`src/rtl/serial_ripple_subtractor_pkg.sv`:
```
// Shared definitions for the bit-serial arithmetic blocks.
// State encoding and counter sizing helper.
package serial_ripple_subtractor_pkg;

    localparam logic [1:0] S_IDLE = 2'b00;
    localparam logic [1:0] S_RUN  = 2'b01;
    localparam logic [1:0] S_DONE = 2'b10;

    function automatic int cnt_w(input int n);
        return $clog2(n);
    endfunction

endpackage

```
`src/rtl/serial_ripple_subtractor_fs.sv`:
```
// One-bit full subtractor cell, twin of the full-adder cell.
// d = x - y - bin (mod 2), bout = borrow out.
module fullsubtractor_1 (
    input  logic x,
    input  logic y,
    input  logic bin,
    output logic d,
    output logic bout
);

    assign d    = x ^ y ^ bin;
    assign bout = (~x & y) | (~(x ^ y) & bin);

endmodule

```
`src/rtl/serial_ripple_subtractor.sv`:
```
// Bit-serial ripple-borrow subtractor, LSB first.
// One cell reused for chainnumber cycles per operation.
module serial_ripple_subtractor
    import serial_ripple_subtractor_pkg::*;
#(
    parameter int chainnumber = 8
) (
    input  logic                   clk1,
    input  logic                   rst,
    input  logic                   start,
    input  logic [chainnumber-1:0] X,
    input  logic [chainnumber-1:0] Y,
    input  logic                   Borrowin,
    output logic                   ready,
    output logic                   busy,
    output logic                   done,
    output logic [chainnumber-1:0] Diff,
    output logic                   Borrowout
);

    localparam int CW = cnt_w(chainnumber);
    localparam logic [CW-1:0] LAST = CW'(chainnumber - 1);

    logic [1:0]             state;
    logic [CW-1:0]          cnt;
    logic [chainnumber-1:0] xr;
    logic [chainnumber-1:0] yr;
    logic [chainnumber-2:0] res;
    logic [chainnumber-1:0] res_next;
    logic                   b;
    logic                   d;
    logic                   bout;
    logic                   accept;

    fullsubtractor_1 u_cell (
        .x    (xr[0]),
        .y    (yr[0]),
        .bin  (b),
        .d    (d),
        .bout (bout)
    );

    // New bit enters at the top; after the last bit the vector is the full result.
    assign res_next = {d, res};

    // Handshake flags decode straight from the state register.
    assign ready  = (state == S_IDLE) || (state == S_DONE);
    assign busy   = (state == S_RUN);
    assign done   = (state == S_DONE);
    assign accept = start && ready;

    // FSM, operand shifters, borrow flop and result registers.
    always_ff @(posedge clk1) begin
        if (rst) begin
            state     <= S_IDLE;
            cnt       <= '0;
            xr        <= '0;
            yr        <= '0;
            res       <= '0;
            b         <= 1'b0;
            Diff      <= '0;
            Borrowout <= 1'b0;
        end else begin
            case (state)
                S_RUN: begin
                    res <= res_next[chainnumber-1:1];
                    xr  <= xr >> 1;
                    yr  <= yr >> 1;
                    b   <= bout;
                    cnt <= cnt + 1'b1;
                    if (cnt == LAST) begin
                        Diff      <= res_next;
                        Borrowout <= bout;
                        state     <= S_DONE;
                    end
                end
                S_IDLE, S_DONE: begin
                    if (accept) begin
                        xr    <= X;
                        yr    <= Y;
                        b     <= Borrowin;
                        res   <= '0;
                        cnt   <= '0;
                        state <= S_RUN;
                    end else begin
                        state <= S_IDLE;
                    end
                end
                default: state <= S_IDLE;
            endcase
        end
    end

endmodule

```
`config.mk`:
```
export PLATFORM = sky130hd
export DESIGN_NAME = serial_ripple_subtractor
export DESIGN_NICKNAME = d
export VERILOG_FILES = /design/src/rtl/serial_ripple_subtractor_pkg.sv /design/src/rtl/serial_ripple_subtractor_fs.sv /design/src/rtl/serial_ripple_subtractor.sv
export SDC_FILE = /design/constraint.sdc
export NUM_CORES = 1
export LEC_CHECK = 0
export ABC_AREA = 1
export BUFFER_PORTS_ARGS = -buffer_cell sky130_fd_sc_hd__buf_2
export CORE_MARGIN = 5
export CORE_UTILIZATION = 25
export CTS_CLUSTER_DIAMETER = 40
export CTS_CLUSTER_SIZE = 12
export DETAILED_ROUTE_END_ITERATION = 10
export GPL_TIMING_DRIVEN = 0
export PLACE_DENSITY = 0.43
export SKIP_CTS_REPAIR_TIMING = 1
export SLEW_MARGIN = 10
export SYNTH_ARGS = -nofsm -noshare
export SYNTH_HDL_FRONTEND = slang
export SYNTH_SLANG_ARGS = --single-unit
```
`constraint.sdc`:
```
create_clock -name clk1 -period 1.23 [get_ports clk1]
set_clock_uncertainty 0.15 [all_clocks]
set_input_delay 0.123 -clock clk1 [delete_from_list [all_inputs] [get_ports clk1]]
set_output_delay 0.123 -clock clk1 [all_outputs]
set_load 0.005 [all_outputs]
```
==> impl_summary.log, run 1 <==
[metrics] worst r2r dst: res[5]
[metrics] count of pins over their slew limit: 0
[metrics] worst setup slack before clock tree synthesis: -191 ps
[metrics] clock transition time at the flip-flop clock pins of the worst setup and hold paths: 80 ps
[metrics] sequential fraction of design power: 0.471
[metrics] top cells by count, synth: nand2_1, dfxtp_1, nor2_1
[metrics] data required time at the worst endpoint: 960 ps
[metrics] combinational power share: 0.201
[metrics] ranking of synthesized cells by area: dfxtp_1, nand2_1, nand3_1, nor2_1, nand3_2
[metrics] Yosys reg bits: 38
[metrics] slew at the pin closest to its max-slew limit: 511 ps
[metrics] worst slew margin relative to its limit: 0.660
[metrics] cell with the biggest individual delay on the critical path: dfxtp_2
[metrics] routability congestion estimate from global placement: roughly 0.68
[metrics] sort of element at the end of the critical path: output pin
[metrics] buffers and inverters on the worst path: 4
[metrics] power density over the cells: 1150 mW/mm2
[metrics] post-synthesis cell type with the largest combined area: dfxtp_1
[metrics] predominant post-synthesis flop cell: dfxtp_1
[metrics] type of the worst setup path: flip-flop to output pin
[metrics] number of synthesized flops with an enable pin: 0
[metrics] Via density: 4.11
[metrics] Antenna diodes: 0
[metrics] switching part of the total power: 0.292
[metrics] largest vdd supply drop: approximately 0.4 mV
[metrics] DRT met1 WL: roughly 2200 um
[metrics] H-tree Lvls: 2
[metrics] syn_nets: 275
[metrics] sequential fraction of the synthesis area: 0.419
[metrics] Clock Power Share: 0.328
[metrics] share of the synthesized area in the top cell type: 0.419
[metrics] combined global-route utilization of all metal layers: 0.107
[metrics] most common cell in the netlist: nand2_1
[metrics] worst path arrival time: roughly 1200 ps
[metrics] worst-case hold path end point: xr[5]
[metrics] Synth-to-Final Area Change: 35.6%
[metrics] wire length of the first global-routing pass: 7530 um
[metrics] post-route clock period utilization: 1.19
[metrics] leakage power: roughly 1.2 nW
[metrics] Detail Route met2 WL: 2190 um
[metrics] row cnt: 31
[metrics] syn_area_per_cell: between 7 and 8 um2
[metrics] storage element area: 771 um2
[metrics] Max Freq: 684 MHz
[metrics] total die area: 0.00907 mm2
[metrics] number of CTS-inserted buffers: 5
[metrics] launch instance of the worst min-delay path: X[5]
[metrics] clock insertion delay at the later pin of the skew report: 290 ps
[metrics] fraction of registers with async set/reset: 0
[metrics] Vias: around 1.7k
[metrics] RSZ-0062 raised after global routing: yes
[metrics] area taken by multi-input logic gates: 936 um2
[metrics] PnR worst setup slack: -231 ps
[metrics] overall routed net length: approximately 4700 um
[metrics] hold path depth: 5
[metrics] Die W: between 90 and 100 um
[metrics] post-synthesis instance total: 252
[metrics] via count of the first global-routing pass: 1546
[metrics] CTS tree: done
[metrics] initial antenna violation count: 0
[metrics] max-cap violation count: 0
[metrics] CTS root buffer: clkbuf_8
[metrics] final critical path time including I/O delays and setup: 1460 ps
[metrics] number of DRC violations after detailed routing: 0
[metrics] final count of hold timing violations: 8
[metrics] critical path depth: 5
[metrics] worst hold slack: -14.5 ps
[metrics] switching power summed over all nets: a little over 0.8 mW
[metrics] class of the most critical hold timing path: input port to flip-flop
[metrics] routed length on met3: 189 um
[metrics] number of primary I/O pins: 32
[metrics] chip height: roughly 95 um
[metrics] area of the mapped netlist: between 0.0015 and 0.002 mm2
[metrics] R2R Path Start: state[0]
[metrics] Buffers on Ports: 31
[metrics] largest net degree at the start of global routing: 13
[metrics] setup slack of the worst register-to-register path: -150 ps
[metrics] setup TNS: -3660 ps
[metrics] area of the placeable core: 0.00718 mm2
[metrics] result of the run: finished, violations left
[metrics] depth of the most critical reg-to-reg path: 8
[metrics] stage delay of the slowest cell on the critical path: approximately 330 ps
[metrics] Warnings, synthesis: 0
[metrics] global-route congestion overflow total: 0
[metrics] first drt pass iteration count: 4
[metrics] buffers from clock root to sink, at most: 2
[metrics] Yosys cell types: 21
[metrics] post-route antenna net violation count: 0
[metrics] wire per inst: 11.5 um
[metrics] Nets: between 300 and 400
[metrics] series of cell instances along the critical path: buf_8, inv_8, nor2_4, buf_6, buf_2
[metrics] violation count after the first detailed-routing iteration: 49
[metrics] failing checks: hold timing, setup timing
[metrics] half-perimeter wire length after placement: 3190 um
[metrics] Final setup viols: 37
[metrics] family of cells with the greatest summed delay on the critical path: buffers and inverters
[metrics] share of cells above drive strength 1: 0.330
[metrics] effective utilization at floorplan: 0.253
[metrics] total of fill cells in the finished design: 794
[metrics] Top Layer Used: met4
[metrics] Num Clock Sinks: 38
[metrics] Setup crit start kind: flip-flop
[metrics] critical-path maximum fanout: 10
[metrics] internal portion of total power: 2.01 mW
power by group through the flow:
stage                     logic [mW]  clock network, mW  registers, mW
after detailed placement       0.496                  0           1.37
after floorplan                0.365                  0           1.36
final                          0.570              0.933           1.34
after global routing           0.650               1.02           1.35
after CTS                      0.497              0.962           1.34
after global placement         0.497                  0           1.36
worst max-delay path by stage:
stage | start | to | slack (ps)
global route | state[0] | busy | -280
CTS | state[0] | busy | -400
finish | state[0] | busy | -230
detailed placement | cnt[0] | Diff[2] | -190
global placement | cnt[0] | Diff[5] | -180
floorplan | b | res[6] | -10
registers in the layout, indices dropped and copies added (netlist names):
name / cells
state: 2
b: 1
xr: 8
res: 7
cnt: 3
yr: 8
Diff: 8
Borrowout: 1
cell type report:
class / instances / area share
multi-input cells: 179 / 0.380
flip-flops and latches: 38 / 0.313
repair buffers: 46 / 0.123
plain buffers: 13 / 0.0569
well taps: 99 / 0.0503
inverters: 22 / 0.0376
clock buffers: 6 / 0.0336
clock inverters: 2 / 0.00508
placed cells by master, fill, tap and decap left out:
| cell | count |
|---|---|
| clkbuf_8 | 6 |
| inv_8 | 1 |
| nor2_1 | 32 |
| clkbuf_4 | 1 |
| buf_8 | 2 |
| inv_1 | 18 |
| dfxtp_1 | 32 |
| inv_4 | 1 |
| buf_4 | 10 |
| o21ai_0 | 1 |
| buf_6 | 5 |
| dfxtp_2 | 5 |
| nand2_1 | 83 |
| clkinv_2 | 1 |
| buf_2 | 33 |
| buf_12 | 2 |
| a21oi_2 | 6 |
| clkbuf_1 | 1 |
| nand3_4 | 1 |
| dlygate4sd3_1 | 4 |
| nand3_1 | 25 |
| inv_2 | 2 |
| clkbuf_16 | 1 |
| ha_4 | 2 |
| nand3_2 | 10 |
| clkinvlp_4 | 1 |
| fa_2 | 1 |
| nand2_2 | 3 |
| a21oi_1 | 8 |
| o21ai_1 | 1 |
| nor2_4 | 3 |
| nand2_4 | 3 |
| dfxtp_4 | 1 |
worst min-delay path, delay by kind of cell:
family / cells / cell delay, ps
buffers and inverters: 1 / 80
and+or+nand+nor: 4 / 200
metal layers:
metal / vias to the layer above / global-route usage
li1: 885 / -
met1: 743 / 0.144
met2: 31 / 0.169
met3: 5 / 0.0245
met4: 0 / 0.0361
met5: - / 0
stage by stage:
stage / cells / instance area (um2) / utilization / power, mW
4_1_cts: 390 / 2220 / 0.310 / 2.80
2_1_floorplan: 252 / 1850 / - / 1.72
3_5_place_dp: 382 / 2130 / 0.297 / 1.86
5_1_grt: 405 / 2460 / 0.343 / 3.01
6_report: 405 / 2460 / 0.343 / 2.84
3_3_place_gp: 382 / 2130 / 0.297 / 1.86
kinds of logic after synthesis:
kind of cell | count (synthesis) | synth area share
buf+inv | 35 | 0.108
simple gates | 160 | 0.404
flops | 38 | 0.419
compound gates | 16 | 0.0441
fa+ha+maj | 3 | 0.0248
(Power assumes the default switching activity.)
==> run 2, diff against run 1 <==
--- a/config.mk
+++ b/config.mk
@@ -13,7 +13,7 @@
 export CTS_CLUSTER_SIZE = 12
 export DETAILED_ROUTE_END_ITERATION = 10
 export GPL_TIMING_DRIVEN = 0
-export PLACE_DENSITY = 0.43
+export PLACE_DENSITY = 0.42
 export SKIP_CTS_REPAIR_TIMING = 1
 export SLEW_MARGIN = 10
 export SYNTH_ARGS = -nofsm -noshare
==> constraint.sdc (replaced) <==
create_clock -name clk1 -period 1.4 [get_ports clk1]
set_clock_uncertainty 0.15 [all_clocks]
set_input_delay 0.14 -clock clk1 [delete_from_list [all_inputs] [get_ports clk1]]
set_output_delay 0.14 -clock clk1 [all_outputs]
set_load 0.005 [all_outputs]
==> run 2 against run 1 <==
The flow still finishes with violations (hold timing, setup timing). Register-to-register slack gained 190 ps. Non-clock buffer count shrank 5. Global-route usage up 0.40 points. Combinational power shrank 15%. Cell count is 1.2% lower. Worst hold slack gained 9.2 ps. Clock power increased by 3.4%. Sequential power decreased by 13%. Design area decreased by 2.8%. Largest cell class unchanged. Largest power group unchanged.
==> impl_summary.log, run 2 (same netlist as run 1, synthesis figures left out) <==
[metrics] power density over the cells: 1100 mW/mm2
[metrics] cell with the biggest individual delay on the critical path: dfxtp_2
[metrics] H-tree Lvls: 2
[metrics] Final setup viols: 3
[metrics] worst hold slack: -5.26 ps
[metrics] critical-path maximum fanout: 10
[metrics] overall routed net length: 4730 um
[metrics] leakage power: 1.11 nW
[metrics] CTS tree: done
[metrics] max-cap violation count: 0
[metrics] RSZ-0062 raised after global routing: yes
[metrics] area taken by multi-input logic gates: about 920 um2
[metrics] commonest cells after routing, fill and taps aside: nand2_1, dfxtp_1, buf_2, nor2_1, nand3_1
[metrics] series of cell instances along the critical path: buf_6, inv_8, nor2_4, buf_6, buf_6
[metrics] launch instance of the worst min-delay path: X[3]
[metrics] total of fill cells in the finished design: 808
[metrics] CP dominant cell by count: buf_6
[metrics] hold path depth: 5
[metrics] total die area: 0.00907 mm2
[metrics] worst-case hold path end point: xr[3]
[metrics] post-route cell area: 0.00239 mm2
[metrics] Synth-to-Final Area Change: 31.7%
[metrics] wire per inst: 11.8 um
[metrics] effective utilization at floorplan: 0.253
[metrics] Clock Power Share: 0.368
[metrics] combined global-route utilization of all metal layers: 0.111
[metrics] result of the run: finished, violations left
[metrics] data required time at the worst endpoint: ~1100 ps
[metrics] Setup crit start kind: flip-flop
[metrics] final count of hold timing violations: 3
[metrics] most common cell after layout, fill and taps aside: nand2_1
[metrics] Die W: about 95 um
[metrics] stage delay of the slowest cell on the critical path: around 330 ps
[metrics] post-route clock period utilization: 1.06
[metrics] Buffers on Ports: 31
[metrics] Vias: 1644
[metrics] count of pins over their slew limit: 0
[metrics] share of cells above drive strength 1: 0.302
[metrics] switching power summed over all nets: 0.743 mW
[metrics] PnR worst setup slack: -81.7 ps
[metrics] largest net degree at the start of global routing: 14
[metrics] area of placed instances: 0.00209 mm2
[metrics] first drt pass iteration count: 4
[metrics] Via density: 4.11
[metrics] class of the most critical hold timing path: input port to flip-flop
[metrics] row cnt: 31
[metrics] setup TNS: -200 ps
[metrics] area of the placeable core: ~0.0072 mm2
[metrics] buffers from clock root to sink, at most: 2
[metrics] worst setup slack before clock tree synthesis: -305 ps
[metrics] clock insertion delay at the later pin of the skew report: 290 ps
[metrics] worst r2r dst: res[6]
[metrics] depth of the most critical reg-to-reg path: 4
[metrics] R2R Path Start: b
[metrics] final critical path time including I/O delays and setup: 1480 ps
[metrics] switching part of the total power: 0.283
[metrics] worst path arrival time: 1190 ps
[metrics] slew at the pin closest to its max-slew limit: ~550 ps
[metrics] Antenna diodes: 0
[metrics] number of CTS-inserted buffers: 5
[metrics] initial antenna violation count: 0
[metrics] global-route congestion overflow total: 0
[metrics] clock transition time at the flip-flop clock pins of the worst setup and hold paths: 80 ps
[metrics] number of primary I/O pins: 32
[metrics] via count of the first global-routing pass: 1581
[metrics] largest registers in the final layout: Diff (8), xr (8), yr (8)
[metrics] internal portion of total power: 1.88 mW
[metrics] routability congestion estimate from global placement: between 0.6 and 0.7
[metrics] type of the worst setup path: flip-flop to output pin
[metrics] number of DRC violations after detailed routing: 0
[metrics] Core Util, Final: 0.333
[metrics] storage element area: around 770 um2
[metrics] chip height: between 90 and 100 um
[metrics] half-perimeter wire length after placement: 3150 um
[metrics] sort of element at the end of the critical path: output pin
[metrics] failing checks: hold timing, setup timing
[metrics] sequential fraction of design power: 0.448
[metrics] combinational power share: 0.185
[metrics] Num Clock Sinks: 38
[metrics] worst slew margin relative to its limit: 0.635
[metrics] violation count after the first detailed-routing iteration: 59
[metrics] setup slack of the worst register-to-register path: about 40 ps
[metrics] largest vdd supply drop: 0.341 mV
[metrics] Nets: roughly 320
[metrics] post-route antenna net violation count: 0
[metrics] CTS root buffer: clkbuf_8
[metrics] wire length of the first global-routing pass: 7730 um
[metrics] Max Freq: 675 MHz
## run 2: changes by cell type in the layout (fill, tap and decap cells not counted), sizes merged
cell	change
clkbuf	-1
clkinvlp	+1
buf	-4
bufinv	+1
clkinv	-1
dlygate4sd3	-1
## run 2: area by class of cell
cell class / count / area share
plain buffers: 13 / 0.0534
clock buffers: 5 / 0.0288
clock inverters: 3 / 0.0188
inverters: 22 / 0.0398
multi-input cells: 179 / 0.385
flip-flops and latches: 38 / 0.320
well taps: 99 / 0.0518
repair buffers: 41 / 0.102
## run 2: worst max path at each step
stage | slack, ps | startpoint | to
after floorplan | 40 | cnt[0] | Diff[1]
final | -80 | state[0] | busy
after global placement | -290 | cnt[0] | Diff[6]
after global routing | -150 | state[0] | busy
after detailed placement | -310 | cnt[0] | Diff[4]
after CTS | -320 | cnt[0] | Diff[5]
## run 2: power by group through the flow
| stage | Clock, mW | Sequential (mW) | Combinational [mW] |
|---|---|---|---|
| after floorplan | 0 | 1.19 | 0.318 |
| after global placement | 0 | 1.20 | 0.434 |
| after detailed placement | 0 | 1.20 | 0.436 |
| after CTS | 1.00 | 1.17 | 0.438 |
| after global routing | 1.04 | 1.18 | 0.552 |
| final | 0.965 | 1.17 | 0.485 |
## run 2: stage by stage
stage	hold WS [ps]	cells	total power [mW]
4_1_cts	-83.7	390	2.61
2_1_floorplan	59.1	252	1.51
3_5_place_dp	245	382	1.63
6_report	-5.26	400	2.62
3_3_place_gp	249	382	1.63
5_1_grt	10.4	400	2.78
## run 2: critical path, delay by kind of cell, from the launching register on
family	cells	cell delay [ps]
buffers and inverters	4	430
and+or+nand+nor	1	140
DFF	1	330
## run 2: per-layer routing
| layer | global-route usage | routed length, um |
|---|---|---|
| met2 | 0.169 | 2090 |
| met5 | 0 | 0 |
| met4 | 0.0385 | 39 |
| met1 | 0.153 | 2480 |
| met3 | 0.0284 | 123 |
==> run 3, diff against run 2 <==
--- a/config.mk
+++ b/config.mk
@@ -18,4 +18,5 @@
 export SLEW_MARGIN = 10
 export SYNTH_ARGS = -nofsm -noshare
 export SYNTH_HDL_FRONTEND = slang
+export SYNTH_HIERARCHICAL = 1
 export SYNTH_SLANG_ARGS = --single-unit
==> run 3 against run 2 <==
The flow still finishes with violations (hold timing, setup timing). Largest cell class unchanged. Non-clock buffer count increased by 5. Cell count increased by 1.8%. Highest routed layer unchanged. Critical path type unchanged. Routed wire length decreased by 3.9%.
==> impl_summary.log, run 3 <==
[metrics] PnR worst setup slack: -53.7 ps
[metrics] Core Util, Final: 0.334
[metrics] worst-case hold path end point: xr[5]
[metrics] R2R Path Start: state[1]
[metrics] worst slew margin relative to its limit: 0.659
[metrics] half-perimeter wire length after placement: 3080 um
[metrics] Max Freq: a little under 700 MHz
[metrics] final count of hold timing violations: 2
[metrics] Buffers on Ports: 31
[metrics] post-layout power: ~2.6 mW
[metrics] routability congestion estimate from global placement: 0.723
[metrics] Via density: ~4
[metrics] fraction of registers with async set/reset: 0
[metrics] syn_area_per_cell: 7.12 um2
[metrics] worst hold slack: -3.07 ps
[metrics] via count of the first global-routing pass: 1501
[metrics] combined global-route utilization of all metal layers: 0.100
[metrics] Num Clock Sinks: 38
[metrics] Final setup viols: 13
[metrics] post-route clock period utilization: 1.04
[metrics] syn_nets: 278
[metrics] effective utilization at floorplan: 0.253
[metrics] worst r2r dst: xr[1]
[metrics] row cnt: 31
[metrics] data required time at the worst endpoint: 1110 ps
[metrics] sequential fraction of the synthesis area: 0.419
[metrics] count of pins over their slew limit: 0
[metrics] area of the mapped netlist: approximately 0.0018 mm2
[metrics] sort of element at the end of the critical path: output pin
[metrics] stage delay of the slowest cell on the critical path: between 300 and 400 ps
[metrics] total die area: 0.00907 mm2
[metrics] worst path arrival time: 1160 ps
[metrics] buffers from clock root to sink, at most: 2
[metrics] total of fill cells in the finished design: 797
[metrics] most common cell in the netlist: nand2_1
[metrics] type of the worst setup path: flip-flop to output pin
[metrics] number of primary I/O pins: 32
[metrics] commonest cells after routing, fill and taps aside: nand2_1, dfxtp_1, buf_2, nor2_1, nand3_1
[metrics] Synth-to-Final Area Change: 32.1%
[metrics] largest registers in the final layout: Diff (8), xr (8), yr (8)
[metrics] largest vdd supply drop: 0.492 mV
[metrics] top cells by count, synth: nand2_1, dfxtp_1, nor2_1
[metrics] leakage power: between 1 and 1.5 nW
[metrics] area of the placeable core: 0.00718 mm2
[metrics] Setup crit start kind: flip-flop
[metrics] RSZ-0062 raised after global routing: yes
[metrics] launch instance of the worst min-delay path: X[5]
[metrics] series of cell instances along the critical path: buf_6, buf_4, nor2_4, buf_2
[metrics] Vias: 1634
[metrics] Warnings, synthesis: 6
[metrics] critical-path maximum fanout: 10
[metrics] post-synthesis cell type with the largest combined area: dfxtp_1
[metrics] number of CTS-inserted buffers: 5
[metrics] Nets: 331
[metrics] wire length of the first global-routing pass: approximately 7200 um
[metrics] Yosys cell types: 20
[metrics] CTS root buffer: clkbuf_8
[metrics] share of cells above drive strength 1: 0.273
[metrics] most common cell after layout, fill and taps aside: nand2_1
[metrics] class of the most critical hold timing path: input port to flip-flop
[metrics] chip height: 95.2 um
[metrics] largest net degree at the start of global routing: 12
[metrics] buffers and inverters on the worst path: 3
[metrics] violation count after the first detailed-routing iteration: between 50 and 60
[metrics] share of the synthesized area in the top cell type: 0.419
[metrics] slew at the pin closest to its max-slew limit: between 500 and 600 ps
[metrics] Die W: 95.2 um
[metrics] Yosys reg bits: 38
[metrics] family of cells with the greatest summed delay on the critical path: buffers and inverters
[metrics] depth of the most critical reg-to-reg path: 7
[metrics] final critical path time including I/O delays and setup: 1450 ps
[metrics] number of synthesized flops with an enable pin: 0
[metrics] clock insertion delay at the later pin of the skew report: 290 ps
[metrics] post-synthesis instance total: 255
[metrics] post-route antenna net violation count: 0
[metrics] hold path depth: 5
[metrics] global-route congestion overflow total: 0
[metrics] number of DRC violations after detailed routing: 0
[metrics] power density over the cells: 1090 mW/mm2
[metrics] clock transition time at the flip-flop clock pins of the worst setup and hold paths: 80 ps
[metrics] CTS tree: done
[metrics] ranking of synthesized cells by area: dfxtp_1, nand2_1, nand3_1, nor2_1, nand3_2
[metrics] setup slack of the worst register-to-register path: -30 ps
[metrics] result of the run: finished, violations left
[metrics] predominant post-synthesis flop cell: dfxtp_1
[metrics] Antenna diodes: 0
[metrics] first drt pass iteration count: 4
[metrics] cell with the biggest individual delay on the critical path: dfxtp_2
[metrics] worst setup slack before clock tree synthesis: -265 ps
[metrics] overall routed net length: 4550 um
[metrics] max-cap violation count: 0
[metrics] wire per inst: 11.2 um
[metrics] initial antenna violation count: 0
[metrics] failing checks: hold timing, setup timing
[metrics] H-tree Lvls: 2
## run 3: changes by cell type in the layout (fill, tap and decap cells not counted), moves of 2 or more
cell        delta
inv_4          -2
nand2_1        +3
buf_6          +2
a21oi_1        +4
clkinvlp_4     -2
nand3_1        +3
nand3_2        -3
buf_4          +5
a21oi_2        -4
inv_1          +4
## run 3: metrics by stage
stage | hold WS (ps) | instance area, um2 | std cells | setup TNS, ps
floorplan | 59.1 | 1820 | 255 | 0
global placement | 256 | 2100 | 385 | -2580
detailed placement | 260 | 2100 | 385 | -2150
CTS | -58.3 | 2210 | 392 | -3120
global route | 23.5 | 2400 | 407 | -1670
finish | -3.07 | 2400 | 407 | -382
## run 3: worst register-to-register path, cell delays in order, from the launching register on
cell and delay, ps:
dfxtp_1 340, inv_1 210, nand2_4 130, nand2_1 120
inv_2 90, buf_6 160, nor2_1 100, nor2_1 40
## run 3: cells by family after synthesis
group / count (synthesis) / synth area share
adders and majority gates: 3 / 0.0248
and+or+nand+nor: 162 / 0.401
AOI/OAI and AO/OA: 15 / 0.0413
DFF: 38 / 0.419
buffers and inverters: 37 / 0.114
## run 3: cell type report
type,instances,area [um2],area share
plain buffers,13,124,0.0516
clock buffers,6,82.6,0.0344
clock inverters,1,30.0,0.0125
inverters,24,97.6,0.0407
multi-input cells,180,888,0.370
flip-flops and latches,38,768,0.320
well taps,99,124,0.0516
repair buffers,46,285,0.119
## run 3: how the worst max path moves through the flow
stage	end	from	cells after the start
3_3_place_gp	Diff[1]	cnt[0]	6
2_1_floorplan	Diff[1]	cnt[0]	6
3_5_place_dp	Diff[6]	cnt[0]	6
6_report	done	state[0]	4
5_1_grt	busy	state[0]	5
4_1_cts	Diff[6]	cnt[0]	6
## run 3: metal layers
layer  wire, um  up-vias  global-route usage
met2       2030       23               0.155
met4         74        0              0.0397
li1           -      896                   -
met3        135        6              0.0221
met1       2310      709               0.136
met5          0        -                   0
## run 3: where the power goes
part	switching [mW]	internal, mW
Combinational	0.267	0.216
Sequential	0.0318	1.14
Clock	0.396	0.571
